[config.mk]
export PLATFORM = sky130hd
export DESIGN_NAME = fifo_push_arbiter
export DESIGN_NICKNAME = d
export VERILOG_FILES = /design/src/rtl/fifo_push_arbiter.sv
export SDC_FILE = /design/constraint.sdc
export NUM_CORES = 1
export LEC_CHECK = 0
export ABC_AREA = 1
export CAP_MARGIN = 20
export CORE_AREA = 2 2 217 219
export CTS_BUF_LIST = sky130_fd_sc_hd__clkbuf_8
export DETAILED_ROUTE_END_ITERATION = 8
export DIE_AREA = 0 0 219 221
export GPL_TIMING_DRIVEN = 0
export MAX_ROUTING_LAYER = met4
export PLACE_DENSITY = 0.41
export SYNTH_ARGS = -nofsm -noshare
export SYNTH_HDL_FRONTEND = slang
export SYNTH_SLANG_ARGS = --single-unit
[constraint.sdc]
create_clock -name clk -period 3.6 [get_ports clk]
set_input_delay 0.9 -clock clk [delete_from_list [all_inputs] [get_ports clk]]
set_output_delay 0.9 -clock clk [all_outputs]
set_load 0.02 [all_outputs]
[src/rtl/fifo_push_arbiter.sv]
// -----------------------------------------------------------------------------
// fifo_push_arbiter
//
// Round-robin arbiter that shares the single write port of the router FIFO
// among NREQ requesters. A granted owner keeps the port for a packet burst
// until it flags its last word, reaches MAXBURST accepted words, or drops its
// request. At most one push bit is ever high, and every non-pushing lane of
// dout is driven to zero, so the FIFO can OR-combine push/din safely.
//
// Optional build macro: FIFO_PUSH_ARB_STATS_EN
//   defined     -> stall_cnt counts owner cycles lost to fifo_full (saturating)
//   not defined -> stall_cnt is tied to zero and no counter flops exist
// -----------------------------------------------------------------------------
module fifo_push_arbiter #(
   parameter int NREQ     = 8,
   parameter int DW       = 32,
   parameter int MAXBURST = 4
) (
   input  logic                 clk,
   input  logic                 resetn,
   input  logic [NREQ-1:0]      req,
   input  logic [NREQ-1:0]      last,
   input  logic [NREQ*DW-1:0]   din,
   input  logic                 fifo_full,
   output logic [NREQ-1:0]      gnt,
   output logic [NREQ-1:0]      push,
   output logic [NREQ*DW-1:0]   dout,
   output logic [15:0]          stall_cnt
);

   localparam int IW = $clog2(NREQ);

   typedef enum logic {
      ST_IDLE = 1'b0,
      ST_OWN  = 1'b1
   } state_t;

   // Registered arbitration state
   state_t            r_state;
   logic [IW-1:0]     r_owner;
   logic [IW-1:0]     r_ptr;
   logic [3:0]        r_beat_cnt;
   logic [NREQ-1:0]   r_gnt;

   // Combinational decode of the current cycle
   logic              w_own;
   logic              w_owner_req;
   logic              w_owner_last;
   logic              w_accept;
   logic              w_burst_end;
   logic              w_release;
   logic [IW-1:0]     w_next_ptr;
   logic [NREQ-1:0]   w_owner_dec;
   logic [NREQ-1:0]   w_mask;
   logic [NREQ-1:0]   w_search_req;
   logic [IW-1:0]     w_search_ptr;
   logic              w_pick_found;
   logic [IW-1:0]     w_pick_idx;
   logic [IW-1:0]     w_scan_idx;
   logic [NREQ-1:0]   w_pick_dec;

   assign w_own        = (r_state == ST_OWN);
   assign w_owner_req  = req[r_owner];
   assign w_owner_last = last[r_owner];

   // A word moves only when the owner presents one and the FIFO has room.
   assign w_accept     = w_own & w_owner_req & ~fifo_full;
   assign w_burst_end  = (r_beat_cnt == 4'(MAXBURST - 1));

   // Last-word and burst-limit releases need an accept, so a full FIFO holds
   // the grant; a withdrawn request releases regardless of fifo_full.
   assign w_release    = w_own & ((w_accept & (w_owner_last | w_burst_end)) | ~w_owner_req);

   assign w_next_ptr   = r_owner + IW'(1);

   // The owner whose packet just ended is removed from the re-pick so its
   // still-high req does not win the port back in the same cycle. After a
   // burst-limit release it stays eligible, but since the scan starts at
   // owner+1 it is only chosen when nobody else is requesting.
   assign w_mask       = (w_accept & w_owner_last) ? w_owner_dec : '0;
   assign w_search_req = req & ~w_mask;
   assign w_search_ptr = w_own ? w_next_ptr : r_ptr;

   // Per-lane decode and output gating
   for (genvar gi = 0; gi < NREQ; gi++) begin : g_lane
      assign w_owner_dec[gi]        = (r_owner == IW'(gi));
      assign w_pick_dec[gi]         = (w_pick_idx == IW'(gi));
      assign push[gi]               = w_accept & r_gnt[gi];
      assign dout[gi*DW +: DW]      = (w_accept & r_gnt[gi]) ? din[gi*DW +: DW] : '0;
   end

   assign gnt = r_gnt;

   // Round-robin pick: first requester at search_ptr, search_ptr+1, ... (mod NREQ).
   // Scanned from the farthest offset down so the nearest hit is written last.
   always_comb begin
      w_pick_found = 1'b0;
      w_pick_idx   = '0;
      w_scan_idx   = '0;
      for (int k = NREQ - 1; k >= 0; k--) begin
         w_scan_idx = w_search_ptr + IW'(k);
         if (w_search_req[w_scan_idx]) begin
            w_pick_found = 1'b1;
            w_pick_idx   = w_scan_idx;
         end
      end
   end

   // Arbitration FSM: grant, owner, search pointer and beat counter.
   always_ff @(posedge clk or negedge resetn) begin
      if (!resetn) begin
         r_state    <= ST_IDLE;
         r_owner    <= '0;
         r_ptr      <= '0;
         r_beat_cnt <= '0;
         r_gnt      <= '0;
      end else begin
         case (r_state)
            ST_IDLE: begin
               if (w_pick_found) begin
                  r_state    <= ST_OWN;
                  r_owner    <= w_pick_idx;
                  r_beat_cnt <= '0;
                  r_gnt      <= w_pick_dec;
               end
            end
            ST_OWN: begin
               if (w_release) begin
                  r_ptr <= w_next_ptr;
                  if (w_pick_found) begin
                     // Hand over directly, no idle bubble between owners.
                     r_owner    <= w_pick_idx;
                     r_beat_cnt <= '0;
                     r_gnt      <= w_pick_dec;
                  end else begin
                     r_state    <= ST_IDLE;
                     r_beat_cnt <= '0;
                     r_gnt      <= '0;
                  end
               end else if (w_accept) begin
                  r_beat_cnt <= r_beat_cnt + 4'd1;
               end
            end
            default: begin
               r_state <= ST_IDLE;
               r_gnt   <= '0;
            end
         endcase
      end
   end

`ifdef FIFO_PUSH_ARB_STATS_EN
   logic [15:0] r_stall_cnt;
   logic        w_stall;

   assign w_stall = w_own & w_owner_req & fifo_full;

   // Saturating count of cycles where the owner had a word but the FIFO was full.
   always_ff @(posedge clk or negedge resetn) begin
      if (!resetn) begin
         r_stall_cnt <= '0;
      end else if (w_stall && (r_stall_cnt != 16'hFFFF)) begin
         r_stall_cnt <= r_stall_cnt + 16'd1;
      end
   end

   assign stall_cnt = r_stall_cnt;
`else
   assign stall_cnt = '0;
`endif

endmodule

## Word level (Yosys, flattened, before mapping)

Cells that the tools add are included.

| cells by class | value |
|---|---|
| muxes and demuxes | 60 |
| bitwise gates (word level) | 20 |
| order comparisons | 9 |
| equality and inequality tests | 18 |
| $add $sub $neg | 9 |
| reduce and logical (&&, ||, !) cells | 5 |

Operators with widths:

| kind | count |
|---|---|
| 32-bit two-way mux | 8 |
| 3-bit by 4-bit less-than comparator with 1-bit output, second input constant | 9 |
| 3-bit two-way mux | 11 |
| 8-bit two-way mux | 4 |
| 1-bit binary-select mux with 3-bit select | 10 |
| 3-bit equality test, second input constant | 8 |
| 1-bit two-way mux | 20 |
| 8-bit one-hot mux with 2 select lines | 1 |
| 1-bit AND | 13 |
| 3-bit adder, second input constant | 4 |
| 3-bit by 2-bit equality test with 1-bit output, second input constant | 4 |
| 4-bit two-way mux | 3 |
| 8-bit AND | 1 |
| 8-bit inverter | 1 |
| 4-bit one-hot mux with 2 select lines | 1 |
| 3-bit by 1-bit adder with 3-bit output, second input constant | 2 |
| 3-bit by 2-bit adder with 3-bit output, second input constant | 2 |
| 3-bit by 1-bit equality test with 1-bit output, second input constant | 2 |
| 3-bit logical NOT | 2 |
| 3-bit one-hot mux with 2 select lines | 1 |
| 2-bit AND reduction | 3 |
| 4-bit by 1-bit adder with 4-bit output, second input constant | 1 |
| 4-bit by 2-bit equality test with 1-bit output, second input constant | 1 |
| 3-bit by 1-bit != test with 1-bit output, second input constant | 1 |
| 5 further kinds | 8 |

| storage, ports and cells | value |
|---|---|
| bits in registers | 19 |
| logic and storage cells | 126 |

## Logic depth before layout (Yosys ltp)

Gate-level depths: netlist of the first run.

| depth | value |
|---|---|
| depth after elaboration | 22 |
| mapped depth | 23 |
| gate-level depth less buffers | 23 |

## Worst setup path before layout of the first run

OpenSTA, ideal clock, no wires.

| path | value |
|---|---|
| path type | input to output |
| start point | input req[3] |
| end point | output dout[224] |
| arrival time | 2.451 ns |
| stages on the path | 11 |
| path slack | 0.249 ns |
| buffers on the path | 1 |
| cells stage by stage | inv_1 > nand2_1 > nand3_1 > nand3_1 > nand2_2 > nor2_4 > nand2_1 > nor2_1 > inv_1 > clkbuf_1 > nor2_1 |

| between the ends | value |
|---|---|
| word-level cells in the longest chain between the ends | 6 |

Ends and longest elaborated chain:

| element | line | text |
|---|---|---|
| start: declaration | 21 | `input logic [NREQ-1:0] req,` |
| 1-bit binary-select mux with 3-bit select | 63 | `assign w_owner_req = req[r_owner];` |
| 1-bit two-way mux (not written as such) | 63 |  |
| 1-bit AND (2 in series) | 67 | `assign w_accept = w_own & w_owner_req & ~fifo_full;` |
| 1-bit AND | -- |  |
| net push[7] | 26 | `output logic [NREQ-1:0] push,` |
| 32-bit two-way mux | 89 | `assign dout[gi*DW +: DW] = (w_accept & r_gnt[gi]) ? din[gi*DW +: DW] : '0;` |
| end: declaration | 27 | `output logic [NREQ*DW-1:0] dout,` |

The timed path passes the listed nets, and every way through them passes these cells. The select of a mux whose other input is x is not followed.

## Worst setup path in the final report of the first run

| path | value |
|---|---|
| start point | input req[6] |
| end point | output dout[5] |

| between the ends | value |
|---|---|
| word-level cells in the longest chain between the ends | 6 |

Ends and longest elaborated chain:

| element | line |
|---|---|
| 1-bit binary-select mux with 3-bit select | 63 |
| 1-bit two-way mux (not written as such) | 63 |
| 1-bit AND (2 in series) | 67 |
| 1-bit AND | 89 |
| 32-bit two-way mux | 89 |

Every way passes these cells. The select of a mux whose other input is x is not followed.

==> results.toml, run 1 <==
[power]
p_leak_uw = 0.00611
power_uw = 6090
ir_drop_v = 0.000464
p_per_area_nw_per_um2 = 618

[cells_and_area]
finalNonFillerCells = 2049
final_util_pct = 21.4
syn2layout_area_growth_pct = 141
fin_nets = 1726
drive_above_1_share_pct = 24.8

[sta]
slew_headroom_pct = 41.1
final_max_slew_viol_count = 0
rsz0062_at_grt = "no"
maxClockFrequency_mhz = 288
period_minus_slack_ns = 3.48
finalHoldViolCount = 0
tightest_slew_ns = 0.881
fin_setup_tns_ns = 0
setup_violations = 0
finClkSkew_ns = 0.00213
fin_crit_sh_pct = 96.6

[drt]
routedWlPerCell_um = 15.5
drt_iter0_drc = 272
drt.antenna.violating_nets = 0
routed_via_density = 3.33
vias = 6833
drc = 0
first_pass_iters = 5
drt-total-wl_um = 31700

[clock_tree]
clkLatencyLatePin_ns = 0.25
htree_levels = 1
cts_tree = "done"
clockBufferDepth = 2
cts_root_buffer = "clkbuf_8"
cts_made_buffers = 3
cts_hold_buf = 0
clock-sinks = 19
path_clk_slew_ns = 0.07

[grt]
grt_max_degree = 20
grt_pass1_vias = 6562
grt_usage_pct = 12.6
grt_pass1_wl_um = 43900
overflow = 0
antenna_found_initial = 3

[synthesis]
synth-edff-count = 0
yosysTopAreaCellShare_pct = 27.8
synth_most_common_cell = "inv_1"
ys_seq_elements = 19
synth_top_cell_by_area = "inv_1"
synth-seq-area-share_pct = 11.6
synth_area_leaders = "inv_1 28%, nor2_1 25%, dfrtp_1 12%"
synthCells = 871
avgSynthCellArea_um2 = 4.70
synthArstFlopShare_pct = 100
synth.distinct_cells = 29
synth_commonest_cells = "303 x inv_1, 270 x nor2_1, 84 x nand2_1"
synth_area_um2 = 4090
synth_warnings = 0
ys.flop_type = "dfrtp_1"

[die]
core.rowCount = 79
die_w_um = 219
start_util_pct = 8.88
io_pins = 563
die_h_um = 221
die_area_um2 = 48400
core_um2 = 46100

[worst_setup_path]
critPathMaxFanout = 8
critical_path.cell_chain = "dlygate4sd2_1 > inv_1 > nand2_1 > nand3_1 > nand3_1 > nand2_2 > nor2_4 > nand2_4 > inv_12 > nand2_8 > clkbuf_16 > nor2_4 > buf_4"
cp_slowest_cell = "dlygate4sd2_1"
crit_family = "buffers and inverters"
crit_path_end_kind = "primary output"
cp.required_ns = 2.70
critical_path_class = "in -> out"
r2r-end = "r_beat_cnt[3]"
cpPeakStageDelay_ns = 0.27
worstSetupStartpoint = "req[6]"
setup.worst_path.start_class = "primary input"
r2r-start = "r_owner[1]"
arrival_ns = 2.58
r2r_cells = 18
critical_path_buf_inv_count = 5
r2r_slack_ns = 0.28

[min_path]
hold_depth = 2
min_path_type = "reg -> reg"
hp-start = "r_ptr[2]"
whs_endpoint = "r_ptr[2]"

[place]
dpl.hpwl_um = 28100
dp_cells = 2039
placement.io_buffers = 546
gp_congestion = 0.882

[status]
outcome = "complete, no violations"

[job]
drv_cap = 0
[state kept, by name, indices dropped and copies added, names as in the netlist]
register,cells
gnt,8
r_beat_cnt,4
r_owner,3
r_ptr,3
r_state,1
[placed cells by master, fill, tap and decap left out, types with 3 or more instances in the layout]
cell	n
conb_1	16
inv_1	299
clkbuf_16	4
o21ai_4	3
clkbuf_8	18
o21ai_1	3
nand3_1	70
nand2_8	3
nand2_1	76
xor2_1	3
nor2_4	11
clkbuf_4	6
buf_4	42
nand4_1	9
clkdlybuf4s50_1	274
ha_1	9
nand2_4	5
nor2_2	12
buf_2	207
clkdlybuf4s15_2	19
a21oi_2	3
o21ai_0	15
inv_2	10
dlygate4sd2_1	27
buf_6	3
nor2_1	249
dfrtp_1	17
a21oi_1	10
nand2_2	6
[through the flow]
step	instance area [um^2]	hold slack (ns)	worst slack [ns]
floorplan	4150	0.453	0.249
finish	9860	0.493	0.123
global route	9860	0.536	0.00710
CTS	9950	0.498	0.0970
detailed placement	10400	0.479	-1.56
global placement	10400	0.473	-1.59
[kinds of logic after synthesis]
| family | share of synthesized area (%) |
|---|---|
| AND/OR/NAND/NOR | 44.2 |
| buffers and inverters | 34.9 |
| AO/OA/AOI/OAI | 5.35 |
| flip-flops | 11.6 |
| adder cells (fa/ha/maj) | 2.75 |
| XOR/XNOR | 1.07 |
| other | 0.0917 |
[power by group]
part	switching [uW]	internal, uW
clock network	72.5	75.9
logic	3590	1930
registers	105	320
total	3770	2330
[worst max-delay path by stage]
| stage | end | slack, ns | depth (start not counted) |
|---|---|---|---|
| 2_1_floorplan | dout[224] | 0.25 | 11 |
| 3_3_place_gp | dout[6] | -1.59 | 13 |
| 3_5_place_dp | dout[23] | -1.56 | 13 |
| 4_1_cts | dout[2] | 0.1 | 13 |
| 5_1_grt | gnt[2] | 0.007 | 21 |
| 6_report | dout[5] | 0.12 | 13 |
[layer usage]
| metal | part of all wire, % | vias to the layer above | routed length (um) | track usage, % |
|---|---|---|---|---|
| li1 | - | 3521 | - | - |
| met1 | 45 | 3024 | 14200 | 16.1 |
| met2 | 47 | 278 | 15100 | 21.4 |
| met3 | 7.1 | 10 | 2240 | 1.81 |
| met4 | 0.74 | 0 | 235 | 1.53 |
| met5 | 0 | - | 0 | - |
[cell type report]
type | instances | area (um^2)
multi-input combinational | 509 | 2440
fill | 5338 | 36200
timing repair buffer | 551 | 4440
clock buffer | 3 | 41.3
clock inverter | 1 | 3.75
sequential | 19 | 478
antenna | 1 | 2.50
buffer | 48 | 513
inverter | 310 | 1180
tap | 607 | 759
[timing repair]
action,in CTS,in global routing
hold endpoints to repair,0,0
pin swaps,3,3
buffers inserted,2,1
resized for setup,1127,46
setup endpoints to repair,274,97
cloned,2,0
[worst min-delay path: stages (launching register included)]
cell and delay (ns):
dfrtp_1 0.35, nand2_1 0.05, o21ai_0 0.06
No activity file was read; power rests on OpenSTA's default activity.
==> run 2, diff against run 1 <==
SETUP_SLACK_MARGIN = 0.15   (was unset)
==> results.toml, run 2 (synthesized netlist as in run 1, its figures left out) <==
[status]
outcome = "complete, no violations"

[worst_setup_path]
r2r-end = "gnt[2]"
arrival_ns = 2.48
r2r-start = "r_owner[1]"
setup.worst_path.start_class = "primary input"
crit_path_end_kind = "primary output"
critical_path_class = "in -> out"
cp_slowest_cell = "clkdlybuf4s15_2"
cpPeakStageDelay_ns = 0.21
r2r_cells = 21
r2r_slack_ns = 0.42
critical_path_buf_inv_count = 5
cp.required_ns = 2.70
crit_family = "simple AND/OR/NAND/NOR gates"
critical_path.cell_chain = "clkdlybuf4s15_2 > inv_1 > nand2_1 > nand3_1 > nand3_2 > nand2_4 > nor2_4 > nand2_4 > inv_12 > nand2_8 > clkbuf_16 > nor2_4 > buf_6"
worstSetupStartpoint = "req[6]"
critPathMaxFanout = 8

[drt]
first_pass_iters = 4
routedWlPerCell_um = 15.5
drc = 0
drt-total-wl_um = 31800
routed_via_density = 3.34
drt_iter0_drc = 287
drt.antenna.violating_nets = 0
vias = 6850

[cells_and_area]
final_util_pct = 21.5
finalNonFillerCells = 2053
fin_area_um2 = 9900
largest_reg_flops = 8
syn2layout_area_growth_pct = 142
drive_above_1_share_pct = 26.2
final_common_cell = "inv_1"
fin_nets = 1730
final_cell_mix = "297 x inv_1, 274 x clkdlybuf4s50_1, 248 x nor2_1, 210 x buf_2, 74 x nand2_1"

[power]
p_comb_share_pct = 90.8
switching_share_pct = 61.5
clkPwrFrac_pct = 2.4
p_seq_share_pct = 6.8
ir_drop_v = 0.000466
p_leak_uw = 0.00613
p_int_uw = 2380
p_per_area_nw_per_um2 = 625
p_sw_uw = 3800

[min_path]
min_path_type = "reg -> reg"
whs_endpoint = "r_ptr[2]"
hold_depth = 2
hp-start = "r_ptr[2]"

[die]
core_um2 = 46100
core.rowCount = 79
die_w_um = 219
die_h_um = 221
start_util_pct = 8.88
io_pins = 563
die_area_um2 = 48400

[clock_tree]
clkLatencyLatePin_ns = 0.26
cts_made_buffers = 3
cts_root_buffer = "clkbuf_8"
path_clk_slew_ns = 0.07
clockBufferDepth = 2
clock-sinks = 19
cts_tree = "done"
cts_hold_buf = 0
htree_levels = 1

[grt]
grt_usage_pct = 12.6
grt_pass1_wl_um = 43900
overflow = 0
grt_pass1_vias = 6561
antenna_found_initial = 3
grt_max_degree = 20

[sta]
period_minus_slack_ns = 3.38
slew_headroom_pct = 41.2
fin_setup_tns_ns = 0
setup_violations = 0
rsz0062_at_grt = "no"
finClkSkew_ns = 0.00118
finalHoldViolCount = 0
final_max_slew_viol_count = 0
tightest_slew_ns = 0.879
fin_crit_sh_pct = 93.8
hold_ws_ns = 0.502
maxClockFrequency_mhz = 296

[place]
dp_cells = 2039
gp_congestion = 0.882
placed_area_um2 = 10400
placement.io_buffers = 546
dpl.hpwl_um = 28100

[job]
drv_cap = 0
[run 2: changes by cell type in the layout (fill, tap and decap cells not counted), moves of 2 or more]
cell	before	now
dlygate4sd2_1	27	20
clkbuf_2	0	4
buf_2	207	210
buf_4	42	45
nand3_1	70	67
nand3_2	0	3
inv_1	299	297
inv_4	0	2
nand2_1	76	74
[run 2: how the worst max path moves through the flow]
stage	end	slack, ns	cells past startpoint
global route	dout[5]	0.15	13
floorplan	dout[224]	0.25	11
finish	dout[5]	0.22	13
CTS	dout[2]	0.15	13
detailed placement	dout[23]	-1.56	13
global placement	dout[6]	-1.59	13
[run 2: worst reg2reg max path: cells and delay by family, from the launching register on]
family / cells / cell delay [ns]
DFF: 1 / 0.45
buffers and inverters: 5 / 0.58
AOI/OAI and AO/OA: 2 / 0.30
and+or+nand+nor: 12 / 1.19
adders and majority gates: 2 / 0.62
[run 2: layout make-up]
cell class | count | area, um^2
fillers | 5342 | 36200
well taps | 607 | 759
flip-flops and latches | 19 | 478
inverters | 310 | 1180
repair buffers | 555 | 4450
multi-input cells | 509 | 2470
clock buffers | 3 | 41.3
diodes | 1 | 2.50
plain buffers | 48 | 514
clock inverters | 1 | 3.75
[run 2: timing repair]
item / 4_1_cts / 5_1_grt
endpoints found under the setup margin: 279 / 277
gates resized for setup: 1140 / 64
pin swaps: 3 / 10
gates cloned: 2 / 0
setup buffers: 2 / 5
[run 2: power by group through the flow]
stage | combinational [uW] | clock (uW) | sequential [uW]
4_1_cts | 5510 | 155 | 430
3_5_place_dp | 5450 | 0 | 412
2_1_floorplan | 3620 | 0 | 403
3_3_place_gp | 5450 | 0 | 415
5_1_grt | 6260 | 165 | 436
6_report | 5610 | 149 | 422
[run 2: metrics by stage]
stage	total power, uW	setup WS [ns]
global placement	5860	-1.59
CTS	6090	0.152
detailed placement	5860	-1.56
finish	6190	0.222
global route	6860	0.152
floorplan	4020	0.249
[run 2: layer usage]
metal  wire [um]  up-vias  track usage, %
li1            -     3529               -
met1       14200     3027            16.0
met2       15100      284            21.4
met3        2220       10            1.81
met4         210        0            1.53
met5           0        -               -
==> RTL change 1: new RTL, config.mk and constraints of run 2 <==
Set the parameter `DW` to 24 (it was 32).
--- a/src/rtl/fifo_push_arbiter.sv
+++ b/src/rtl/fifo_push_arbiter.sv
@@ -15,3 +15,3 @@
    parameter int NREQ     = 8,
-   parameter int DW       = 32,
+   parameter int DW       = 24,
    parameter int MAXBURST = 4
Ports: changed (resized din and dout); port bits go from 563 to 435. No check against the original RTL was run, so the function may have changed too.
==> RTL change 1 against run 2 <==
Critical path depth fell by 1. Area after synthesis fell by 12%. Cell area fell by 16%. Sequential cell count did not move. Critical endpoint is now dout[164]. Total power fell by 2.5%. Sequential share of layout area rose by 0.92 points. Setup slack improved by 39 ps. Synthesized cell count fell by 16%. Highest routed layer unchanged. Count of clock-buffer cells in the layout did not move. Routed wire length fell by 30%. Cell count fell by 13%.
==> RTL change 1: results (changes against run 2) <==
Status
Outcome: completed (unchanged).

Finish
The layout multi-input combinational cell count is 445 (was 509). The fill cell total of the finished layout is 5415 (was 5342). The fraction of area in registers was 0.05751 (was 0.04827). The non-clock buffer count in the final layout is 465 (was 603).

The sequential cell count is 19 (unchanged). The final layout net count is 1400 (was 1730). The share of final-layout standard cells stronger than drive strength 1 came to 0.2502 (was 0.2616). The clock network area share was 0.005420 (was 0.004549).

The number of ordinary inverters in the final layout is 246 (was 310). The post-route core utilization is 0.1804 (was 0.2150). The area share of buffers outside the clock network is 0.4643 (was 0.5014). The combined area of the multi-input logic cells is 2222 um^2 (was 2471 um^2).

Placement
The final HPWL from detailed placement was 19730 um (was 28090 um). The count of buffers from port buffering is 418 (was 546). The last weighted congestion value of the routability-driven placer is 0.8195 (was 0.8824). The worst setup slack after placement was -1362 ps (was -1560 ps).

The cell count after placement is 1775 (was 2039).

Power
The total power per unit cell area is 725.4 nW/um^2 (was 624.7 nW/um^2). The maximum resistive drop on vdd is 510.7 uV (was 465.5 uV).

Critical path
The delay of the slowest critical-path stage is 340 ps (was 210 ps). The arrival time of the worst setup path was 2440 ps (was 2480 ps). The biggest fanout along the worst timing path is 7 (was 8).

Timing
The slew of the pin with the lowest slew margin is 901.8 ps (was 878.7 ps). The maximum clock skew at final layout is 3.069 ps (was 1.183 ps).

Global route
The number of antenna violations at the first check in global routing came to 1 (was 3). The number of global-route vias before repair was 5113 (was 6561). The combined global-route utilization of all metal layers is 0.08734 (was 0.1256).

The maximum number of pins on one net before global-route repair came to 20 (unchanged). The first-pass GRT wire length came to 31750 um (was 43930 um).

Yosys
The number of instances in the synthesized netlist is 735 (was 871). The sequential cell area fraction in the yosys report is 0.1328 (was 0.1162). The fraction of the mapped netlist area in compound gates came to 0.06115 (was 0.05352). The synthesized-area fraction occupied by adder cells is 0.03145 (was 0.02752). Top cells by count, synth: inv_1 (238), nor2_1 (206), nand2_1 (84), nand3_1 (70), dfrtp_1 (19) (was inv_1 (303), nor2_1 (270), nand2_1 (84), nand3_1 (70), clkbuf_1 (24)).

Ranking of synthesized cells by area: inv_1 (25%), nor2_1 (22%), dfrtp_1 (13%) (was inv_1 (28%), nor2_1 (25%), dfrtp_1 (12%)). The post-synthesis xor/xnor area fraction came to 0.01223 (was 0.01070). The number of distinct standard cells referenced by the synthesized netlist came to 30 (was 29).

Detailed routing
The wire length per cell is 12.51 um (was 15.48 um). The aggregate routed wire length was 22360 um (was 31780 um).
[RTL change 1: cell types whose count changed after synthesis, sizes merged]
| cell | change |
|---|---|
| nor2 | -64 |
| clkbuf | -9 |
| buf | +1 |
| inv | -64 |
[RTL change 1: worst paths after layout]
| path | end | cells after the start | startpoint | slack [ps] |
|---|---|---|---|---|
| worst min register to register | r_ptr[2] | 2 | r_ptr[2] | 500 |
| worst max register to register | r_beat_cnt[3] | 18 | r_owner[1] | 350 |
| min in group asynchronous | r_beat_cnt[2] | 1 | resetn | 1150 |
| worst min-delay path | r_ptr[2] | 2 | r_ptr[2] | 500 |
| max in group asynchronous | r_owner[0] | 1 | resetn | 1840 |
| worst max-delay path | dout[164] | 12 | req[1] | 260 |
[RTL change 1: kinds of logic (layout without fill, tap and decap cells)]
logic type / after synthesis / in the layout
buffers and inverters: 286 / 715
XOR/XNOR: 5 / 5
AO/OA/AOI/OAI: 36 / 36
other: 1 / 17
flip-flops: 19 / 19
adder cells (fa/ha/maj): 9 / 9
AND/OR/NAND/NOR: 379 / 379
[RTL change 1: report_power, final]
group	leakage [nW]	switching, mW	internal [mW]	total (mW)
clock	0.0269	0.0741	0.0759	0.150
sequential	0.238	0.102	0.320	0.422
combinational	4.74	3.54	1.92	5.46
[RTL change 1: repair_timing]
item / in CTS / in global routing
setup buffers: 3 / 3
gates cloned: 0 / 1
pin swaps: 2 / 6
setup endpoints to repair: 215 / 215
resized for setup: 797 / 104
[RTL change 1: layer usage]
layer,GRT usage,vias to the layer above,routed length [um]
met5,-,-,0
met4,0.01242,0,180
met3,0.01045,8,1697
met2,0.1639,210,11610
met1,0.1001,2443,8878
li1,-,2932,-
==> RTL change 2: new RTL, config.mk and constraints of run 2 <==
Made on the original files. Compare `r_beat_cnt` against `4'(MAXBURST - 1)` with >= in place of ==.
--- a/src/rtl/fifo_push_arbiter.sv
+++ b/src/rtl/fifo_push_arbiter.sv
@@ -67,3 +67,3 @@
    assign w_accept     = w_own & w_owner_req & ~fifo_full;
-   assign w_burst_end  = (r_beat_cnt == 4'(MAXBURST - 1));
+   assign w_burst_end  = (r_beat_cnt >= 4'(MAXBURST - 1));
 
Behaviour: same outputs for any inputs over 4 cycles, from zero or initial values and one cycle with resetn low; that may be too few to reach the edited logic, so the function may still have changed.
==> RTL change 2 against run 2 <==
Critical path depth is 1 higher. Routed wire length down 5.9%. Sequential share of layout area about the same. First-iteration DRC count fell by 11%. Total power increased by 3.8%. Setup slack gained 88 ps. Worst hold slack worse by 3.6 ps. Area after synthesis increased by 1.5%. Die area stayed put. Cell area is 0.53% higher. Sequential cell count is the same.
==> RTL change 2: results (changes against run 2) <==
Timing
The slew of the pin with the lowest slew margin is 898.2 ps (was 878.7 ps). The time the final worst path needs with I/O delays and setup is 3290 ps (was 3378 ps). The final worst hold slack is 498.2 ps (was 501.9 ps). The maximum clock skew at final layout is 1.856 ps (was 1.183 ps).

Yosys
The number of distinct standard cells referenced by the synthesized netlist was 32 (was 29). The fraction of the mapped netlist area in compound gates is 0.03406 (was 0.05352). Top cells by count, synth: inv_1 (299), nor2_1 (274), nand2_1 (99), nand3_1 (57), clkbuf_1 (24) (was inv_1 (303), nor2_1 (270), nand2_1 (84), nand3_1 (70), clkbuf_1 (24)). The synthesized-area fraction occupied by adder cells is 0.02712 (was 0.02752).

The sequential cell area fraction in the yosys report is 0.1145 (was 0.1162).

Detailed routing
The number of DRC violations after detailed-routing iteration 0 is 256 (was 287). The number of iterations in the first detailed-routing pass is 7 (was 4). The aggregate routed wire length came to 29910 um (was 31780 um). The wire length per cell is 14.52 um (was 15.48 um).

Worst hold path
The origin of the worst min-delay path is r_beat_cnt[2] (was r_ptr[2]). The end point of the most critical hold path is r_beat_cnt[2] (was r_ptr[2]).

Finish
The synthesis-to-finish area growth is 139.8% (was 142.0%). The non-clock buffer count in the final layout is 602 (was 603). The fill cell total of the finished layout was 5413 (was 5342). The layout multi-input combinational cell count is 514 (was 509).

The clock network area share is 0.004651 (was 0.004549). The share of final-layout standard cells stronger than drive strength 1 is 0.2593 (was 0.2616). The area share of buffers outside the clock network was 0.4980 (was 0.5014). The final layout net count came to 1735 (was 1730). The multi-input combinational area share was 0.2504 (was 0.2496). The fraction of area in registers is 0.04801 (was 0.04827).

Critical path
The worst reg-to-reg path cell count is 16 (was 21). The termination of the worst setup path is dout[49] (was dout[5]). The cell with the largest stage delay on the worst path is buf_8 (was clkdlybuf4s15_2).

The delay of the slowest critical-path stage is 150 ps (was 210 ps).

Global route
The number of antenna violations at the first check in global routing is 2 (was 3). The first-pass GRT wire length came to 41770 um (was 43930 um). The combined global-route utilization of all metal layers is 0.1171 (was 0.1256).

Status
Outcome: completed (unchanged).

Power
The leakage power summed over all cells was 6.257 nW (was 6.133 nW).
-- RTL change 2: cell types whose count changed in the layout (fill, tap and decap cells not counted), sizes merged, moves of 8 or more --
cell,before,now
buf,261,269
clkdlybuf4s15,20,7
nand2,90,110
o21ai,21,10
-- RTL change 2: layer usage --
layer  part of all wire  vias to the layer above  routed length, um  global-route usage
met3              0.076                       12               2288             0.02117
met5                  0                        -                  0                   -
li1                   -                     3535                  -                   -
met2               0.52                      282              15510              0.2201
met1               0.39                     2948              11550              0.1271
met4              0.019                        0                564             0.02310
-- RTL change 2: power by group --
part           switching (mW)  total [mW]  leakage [nW]  internal (mW)
Clock                  0.0764       0.153        0.0255         0.0771
Sequential             0.0791       0.391         0.238          0.312
Combinational            3.75        5.87          5.99           2.13
Total                    3.90        6.42          6.26           2.52
-- RTL change 2: repair_timing --
action	CTS	global route
gates resized for setup	1192	25
buffers inserted	5	4
cloned	2	0
endpoints found under the setup margin	279	235
pin swaps	3	6
hold buffers	0	0
